<file path="config.mk">
export PLATFORM = sky130hd
export DESIGN_NAME = spi_ram_master
export DESIGN_NICKNAME = d
export VERILOG_FILES = /design/src/rtl/spi_ram_pkg.sv /design/src/rtl/spi_shift_reg.sv /design/src/rtl/spi_ram_master.sv
export SDC_FILE = /design/constraint.sdc
export NUM_CORES = 1
export LEC_CHECK = 0
export ABC_CLOCK_PERIOD_IN_PS = 1500
export CAP_MARGIN = 20
export CORE_ASPECT_RATIO = 2
export CORE_UTILIZATION = 45
export DETAILED_ROUTE_END_ITERATION = 12
export DONT_BUFFER_PORTS = 1
export PLACE_DENSITY_LB_ADDON = 0.08
export REMOVE_ABC_BUFFERS = 1
export SYNTH_ARGS = -nofsm -noshare
export SYNTH_HDL_FRONTEND = slang
export SYNTH_SLANG_ARGS = --single-unit
</file>
<file path="constraint.sdc">
create_clock -name clk -period 1.5 [get_ports clk]
set_input_delay 0.3 -clock clk [delete_from_list [all_inputs] [get_ports clk]]
set_output_delay 0.3 -clock clk [all_outputs]
set_load 0.01 [all_outputs]
</file>
<file path="src/rtl/spi_ram_pkg.sv">
// Shared definitions for the SPI RAM master: opcodes, FSM encoding and frame lengths.
package spi_ram_pkg;

  localparam logic [1:0] OP_WR_ADDR = 2'b00;
  localparam logic [1:0] OP_WR_DATA = 2'b01;
  localparam logic [1:0] OP_RD_ADDR = 2'b10;
  localparam logic [1:0] OP_RD_DATA = 2'b11;

  localparam int SEL_LEN = 2;
  localparam int CMD_LEN = 10;
  localparam int RD_LEN  = 8;
  localparam int CNT_W   = 4;

  typedef enum logic [2:0] {
    ST_IDLE,
    ST_SEL,
    ST_SHIFT,
    ST_WAIT,
    ST_RECV,
    ST_DONE
  } spi_state_e;

endpackage

</file>
<file path="src/rtl/spi_shift_reg.sv">
// Shift register with parallel load, MSB-first serial in/out and a saturating bit counter.
module spi_shift_reg
  import spi_ram_pkg::*;
#(
  parameter int W = 8
) (
  input  logic             clk,
  input  logic             rst_n,
  input  logic             load,
  input  logic [W-1:0]     pdin,
  input  logic             shift,
  input  logic             sin,
  input  logic             cnt_clr,
  input  logic             cnt_en,
  output logic             sout,
  output logic [W-1:0]     pout,
  output logic [CNT_W-1:0] cnt
);

  logic [W-1:0] q;

  always_ff @(posedge clk) begin
    if (!rst_n)      q <= '0;
    else if (load)   q <= pdin;
    else if (shift)  q <= {q[W-2:0], sin};
  end

  // Saturates instead of wrapping so a long stay in one state cannot alias a compare.
  always_ff @(posedge clk) begin
    if (!rst_n)                    cnt <= '0;
    else if (cnt_clr)              cnt <= '0;
    else if (cnt_en && cnt != '1)  cnt <= cnt + 1'b1;
  end

  assign sout = q[W-1];
  // Includes the bit arriving this cycle, so the final byte is available on the last sample edge.
  assign pout = {q[W-2:0], sin};

endmodule

</file>
<file path="src/rtl/spi_ram_master.sv">
// SPI master issuing 10-bit RAM commands; read-data frames collect an 8-bit MISO response.
//   state    | meaning
//   ST_IDLE  | SS_n high, ready for a command
//   ST_SEL   | SS_n low, MOSI holds cmd[9] for SEL_LEN cycles
//   ST_SHIFT | command bits out on MOSI, MSB first
//   ST_WAIT  | RD_GAP turnaround cycles before the response
//   ST_RECV  | sample RD_LEN response bits from MISO
//   ST_DONE  | SS_n high one cycle; read data published here
module spi_ram_master
  import spi_ram_pkg::*;
#(
  parameter int RD_GAP = 2
) (
  input  logic       clk,
  input  logic       rst_n,
  input  logic [9:0] cmd_data,
  input  logic       cmd_valid,
  output logic       cmd_ready,
  output logic [7:0] rd_data,
  output logic       rd_valid,
  output logic       busy,
  output logic       SS_n,
  output logic       MOSI,
  input  logic       MISO
);

  spi_state_e state, state_nxt;
  logic [1:0]         op_q;
  logic               accept;
  logic               rd_done;
  logic [CNT_W-1:0]   cnt;
  logic [CNT_W-1:0]   rx_cnt;
  logic [RD_LEN-1:0]  rx_pout;
  logic [CMD_LEN-1:0] tx_pout_unused;
  logic               rx_sout_unused;

  assign cmd_ready = (state == ST_IDLE);
  assign accept    = cmd_valid && cmd_ready;
  assign rd_done   = (state == ST_RECV) && (state_nxt == ST_DONE);

  always_comb begin
    state_nxt = state;
    unique case (state)
      ST_IDLE:  if (accept) state_nxt = ST_SEL;
      ST_SEL:   if (cnt == CNT_W'(SEL_LEN - 1)) state_nxt = ST_SHIFT;
      ST_SHIFT: if (cnt == CNT_W'(CMD_LEN - 1))
                  state_nxt = (op_q == OP_RD_DATA) ? ST_WAIT : ST_DONE;
      ST_WAIT:  if (cnt == CNT_W'(RD_GAP - 1)) state_nxt = ST_RECV;
      ST_RECV:  if (rx_cnt == CNT_W'(RD_LEN - 1)) state_nxt = ST_DONE;
      ST_DONE:  state_nxt = ST_IDLE;
      default:  state_nxt = ST_IDLE;
    endcase
  end

  // TX zero-fills while shifting, so MOSI falls back to 0 once the command is out.
  spi_shift_reg #(.W(CMD_LEN)) u_tx (
    .clk     (clk),
    .rst_n   (rst_n),
    .load    (accept),
    .pdin    (cmd_data),
    .shift   (state == ST_SHIFT),
    .sin     (1'b0),
    .cnt_clr (state_nxt != state),
    .cnt_en  (1'b1),
    .sout    (MOSI),
    .pout    (tx_pout_unused),
    .cnt     (cnt)
  );

  spi_shift_reg #(.W(RD_LEN)) u_rx (
    .clk     (clk),
    .rst_n   (rst_n),
    .load    (accept),
    .pdin    ('0),
    .shift   (state == ST_RECV),
    .sin     (MISO),
    .cnt_clr (accept),
    .cnt_en  (state == ST_RECV),
    .sout    (rx_sout_unused),
    .pout    (rx_pout),
    .cnt     (rx_cnt)
  );

  always_ff @(posedge clk) begin
    if (!rst_n) begin
      state    <= ST_IDLE;
      op_q     <= OP_WR_ADDR;
      SS_n     <= 1'b1;
      busy     <= 1'b0;
      rd_valid <= 1'b0;
      rd_data  <= '0;
    end else begin
      state    <= state_nxt;
      if (accept) op_q <= cmd_data[9:8];
      SS_n     <= (state_nxt == ST_IDLE) || (state_nxt == ST_DONE);
      busy     <= (state_nxt != ST_IDLE);
      rd_valid <= rd_done;
      if (rd_done) rd_data <= rx_pout;
    end
  end

endmodule

</file>
Yosys cells after proc, flatten, opt, wreduce, memory -nomap -nowiden:

Index checks and enable logic that the tools add are counted.

* register bits after elaboration: 41
* input bits: 14
* output and inout bits: 13
* logic and storage cells: 44

* add/subtract/negate cells: 2
* equal/unequal tests: 12
* mux-type cells: 9
* bitwise gates (word level): 1
* reduce and logical (&&, ||, !) cells: 10

Operator list (count)
* $mux W10: 2
* $mux W3: 6
* $pmux W3 S5: 1
* $add A4 B1 Y4 const B: 2
* $ne A4 B4 Y1 const B: 2
* $eq A3 B2 Y1 const B: 2
* $eq A3 B3 Y1 const B: 2
* $logic_not A3 Y1: 2
* $eq A4 B1 Y1 const B: 1
* $eq A4 B3 Y1 const B: 1
* $eq A4 B4 Y1 const B: 1
* $reduce_or A2 Y1: 2
* $eq A3 B1 Y1 const B: 1
* $logic_and A1 B1 Y1: 3
* $ne A3 B3 Y1: 1
* $reduce_bool A3 Y1: 1
* $eq A2 B2 Y1 const B: 1
* $reduce_bool A2 Y1: 1
* $logic_or A1 B1 Y1: 1
* $not A1 Y1: 1

Longest topological paths before layout:

* word-level depth: 6
* gate-level depth with buffers: 8
* depth with buffers taken out: 7

Hierarchy:

A second synthesis with hierarchy kept.

* cell total of the unflattened synthesis: 214
* area, all modules: 1993.2 µm²

By module, submodules not included
* spi_ram_master: instances 1, cells each 74, area each 753.2 µm², sequential area each 320.3 µm²
* spi_shift_reg at u_tx: instances 1, cells each 76, area each 668.1 µm², sequential area each 280.3 µm²
* spi_shift_reg at u_rx: instances 1, cells each 64, area each 571.8 µm², sequential area each 240.2 µm²

Worst setup path before layout:

No wires, ideal clock.

* kind: register to register
* start point: reg u_tx.cnt[1]
* end point: reg u_tx.cnt[1]
* library setup time: 0.079 ns
* arrival time: 1.559 ns
* required time: 1.421 ns
* slack: -0.138 ns
* stages on the path, launching flop included: 9
* buffers on the path: 1
* clock period less this slack: 1.638 ns
* cells stage by stage: dfxtp_1 > inv_1 > ha_1 > nor2b_1 > clkbuf_1 > and4_1 > o41ai_4 > o211ai_2 > a211oi_2

* longest elaborated chain between the ends: 5
* elaborated cells on any way between the ends: 10
* those cells by class: add/sub (1); eq/ne (4); mux (4); reduce/logical (1)

Ends and longest elaborated chain
* start: declaration: line spi_shift_reg.sv:17 `output logic [CNT_W-1:0] cnt`
* start signal: assignment: line spi_shift_reg.sv:32 `else if (cnt_en && cnt != '1) cnt <= cnt + 1'b1;`
* $eq A4 B1 Y1 / $eq A4 B4 Y1 (equally long branches): line spi_ram_master.sv:45, spi_ram_master.sv:48, spi_ram_master.sv:46
* $mux W3 (on tied branches): line spi_ram_master.sv:48, spi_ram_master.sv:45, spi_ram_master.sv:46
* $pmux W3 S5: line spi_ram_master.sv:43 `unique case (state)`
* $ne A3 B3 Y1: line spi_ram_master.sv:63 `.cnt_clr (state_nxt != state),`
* $reduce_or A2 Y1 (no source line)

Several ways; a longest one is shown, not always the timed one.
A chain may end at the register's enable or synchronous reset.

Worst setup path in the final report:

Ends and elaborated chain as after synthesis.

==> results_dict.tcl <==
set metrics [dict create \
    rr_startpoint "u_tx.cnt[1]" \
    p_clk_share_pct 38.2 \
    r2r_setup_slack_ns -0.04 \
    setup_viol 2 \
    dieHeight_um 91.1 \
    grt_pass1_wl_um 6030 \
    cts_tree "done" \
    intPower_mw 1.84 \
    seq_power_share_pct 48.6 \
    r2r_cells 7 \
    place_inst 249 \
    ys.flop_type "dfxtp_1" \
    vias 1384 \
    io_buffer_count 0 \
    vias_per_cell 5.32 \
    rsz0062_at_grt "true" \
    grt.total_usage_pct 19.0 \
    layout-drive-gt1-share_pct 26.3 \
    clk_pin_slew_ns 0.08 \
    cts_buffers 5 \
    routed_wl_um 3530 \
    rows 32 \
    num_io_pins 27 \
    finalNonFillerCells 260 \
    syn_area_per_cell_um2 9.30 \
    switching_share_pct 24.2 \
    period_share_pct 103 \
    hold_path.class "in2reg" \
    maxSlewHeadroom_pct 75.6 \
    p_sw_uw 586 \
    clock_latency_ns 0.29 \
    cts_root_buf "clkbuf_8" \
    hp-start "rst_n" \
    worst_setup_path_start_kind "flip-flop" \
    first_pass_iters 4 \
    place_congestion 0.801 \
    power_leakage_nw 0.747 \
    violations "negative setup slack" \
    h-tree-depth 2 \
    final_max_slew_viol_count 0 \
    max_freq_ghz 0.647 \
    num_antenna_cells 0 \
    final.setup.tns_ns -0.0741 \
    hpwlAfterDp_um 2600 \
    worstPathRequired_ns 1.71 \
    ant_nets 0 \
    grt_max_degree 29 \
    arrival_ns 1.76 \
    ys_seq_area_share_pct 46.0 \
    critical_path.max_stage_delay_ns 0.34 \
    tightestPinTransition_ns 0.365 \
    routedWlPerCell_um 13.6 \
    crit_chain "inv_2 -> ha_4 -> nor2b_4 -> and4_4 -> o41ai_4 -> o211ai_2 -> a211oi_2" \
    fin_ws_ns -0.0450 \
    crit_slowest_cell "dfxtp_2" \
    synth_edf_count 0 \
    fin_nets 225 \
    synthesis.area_mm2 0.00179 \
    vdd_drop_max_uv 954 \
    synthCells 192 \
    ys_ff_latch 41 \
    drc_errors 0 \
    ys_warn_count 0 \
    cap_violations 0 \
    status "finished with violations" \
    final.min_clock_period_ns 1.54 \
    die_area_mm2 0.00424 \
    hold_depth 1 \
    drt_iter0_markers 20 \
    grt_pass1_vias 1425 \
    fin_skew_ns 0.00464 \
    die_w_um 46.5 \
    start_util_pct 46.5 \
    overflow 0 \
    cp-end-kind "flip-flop" \
    p_per_area_mw_per_mm2 1120 \
    min_to "SS_n" \
    synth_async_sr_flop_share_pct 0 \
    critPathKind "reg2reg" \
    timing.rr.end "u_tx.cnt[1]" \
    critical_path.max_fanout 8 \
    hold_buffers 0 \
    core_area_mm2 0.00384 \
    yosysUniqueCellTypes 40 \
    pwr-share-comb_pct 13.2 \
    antenna_found_initial 0 \
    finalHoldViolations 0 \
    syn2layout_area_growth_pct 21.2 \
    cts_sinks 41 \
    cts.path.max_buffers 2 \
]
==> flip-flops by register name, summed over array words and instances, names as in the netlist, 2 cells and up <==
signal and count:
op_q 2, rd_data 8, state 3, u_rx.cnt 4, u_rx.q 7, u_tx.cnt 4
u_tx.q 10
==> layer usage <==
layer,GRT usage (%),up-vias,share of wire (%)
met5,0,-,0
met4,8.09,0,1.7
met3,4.37,7,3.7
met2,33.7,23,59
met1,19.6,659,36
li1,-,695,-
==> stage by stage <==
stage / worst slack [ns] / hold WS [ns] / cell area (µm²) / util (%) / total power, mW
6_report: -0.0450 / 0.0932 / 2160 / 56.3 / 2.43
5_1_grt: -0.0983 / 0.0929 / 2160 / 56.3 / 2.54
4_1_cts: -0.0993 / 0.0854 / 2100 / 54.7 / 2.44
3_5_place_dp: -0.209 / 0.393 / 1930 / 50.2 / 1.49
3_3_place_gp: -0.0906 / 0.388 / 1930 / 50.2 / 1.47
2_1_floorplan: -0.357 / 0.380 / 1720 / - / 1.38
==> power groups by stage <==
stage	sequential (mW)	combinational, mW	clock, mW
finish	1.18	0.319	0.927
global route	1.19	0.356	0.994
CTS	1.18	0.306	0.949
detailed placement	1.20	0.287	0
global placement	1.20	0.274	0
floorplan	1.20	0.186	0
==> synthesized netlist by cell type (2+ instances only) <==
cell type / count / area share [%]
nand2b_1: 2 / 0.70
inv_1: 4 / 0.84
nand2_1: 30 / 6.3
nand3_1: 6 / 1.7
clkbuf_1: 4 / 0.84
a211oi_2: 3 / 2.1
and2_1: 5 / 1.8
o21ai_1: 2 / 0.56
buf_4: 3 / 1.3
o21ai_0: 3 / 0.84
nor2b_1: 12 / 4.2
a22oi_1: 8 / 3.4
nor3_1: 5 / 1.4
a21boi_0: 9 / 3.8
ha_1: 3 / 2.1
nor2_1: 4 / 0.84
mux2i_1: 10 / 5.6
xor2_1: 2 / 0.98
nor2_2: 2 / 0.70
buf_2: 4 / 1.1
o21a_1: 2 / 0.84
dfxtp_1: 41 / 46
a21oi_1: 11 / 3.1
==> worst max-delay path by stage <==
stage | depth (start not counted) | end | startpoint
2_1_floorplan | 6 | SS_n | u_rx.cnt[0]
3_3_place_gp | 7 | u_tx.cnt[3] | u_tx.cnt[1]
3_5_place_dp | 7 | busy | u_tx.cnt[1]
5_1_grt | 7 | u_tx.cnt[1] | u_tx.cnt[1]
4_1_cts | 7 | u_tx.cnt[1] | u_tx.cnt[1]
6_report | 7 | u_tx.cnt[1] | u_tx.cnt[1]
==> critical path, delay by kind of cell (launching register included) <==
kind                       cells  cell delay (ns)
AOI/OAI and AO/OA              3             0.62
DFF                            1             0.34
and+or+nand+nor                2             0.33
adders and majority gates      1             0.14
buffers and inverters          1             0.04
==> cell type report <==
class,instances,area (µm²)
multi-input combinational,134,957
tap,51,63.8
timing repair buffer,21,174
sequential,41,831
clock inverter,2,37.5
fill,382,1680
clock buffer,6,82.6
inverter,5,18.8
==> cells in the final DEF (no fill, tap or decap), types with 6 or more instances in the layout <==
cell type  instances
a21oi_1           10
buf_4             19
a22oi_1            8
nand2_1           30
dfxtp_1           35
a21boi_0           9
nor2b_1           11
clkbuf_8           6
mux2i_1           10
nand3_1            6
==> what timing repair did <==
item / in CTS / in global routing
resized for setup: 14 / 10
pin swaps: 4 / 4
endpoints found under the setup margin: 17 / 20
gates cloned: 0 / 0
setup buffers: 1 / 2
==> kinds of logic after synthesis <==
| group | count (synthesis) | share of synthesized area [%] |
|---|---|---|
| AO/OA/AOI/OAI | 45 | 19.1 |
| XOR/XNOR | 3 | 1.47 |
| adder cells (fa/ha/maj) | 3 | 2.10 |
| buffers and inverters | 17 | 4.90 |
| flip-flops | 41 | 46.0 |
| multiplexers | 10 | 5.61 |
| AND/OR/NAND/NOR | 73 | 20.9 |
No activity file was read; power rests on OpenSTA's default activity.
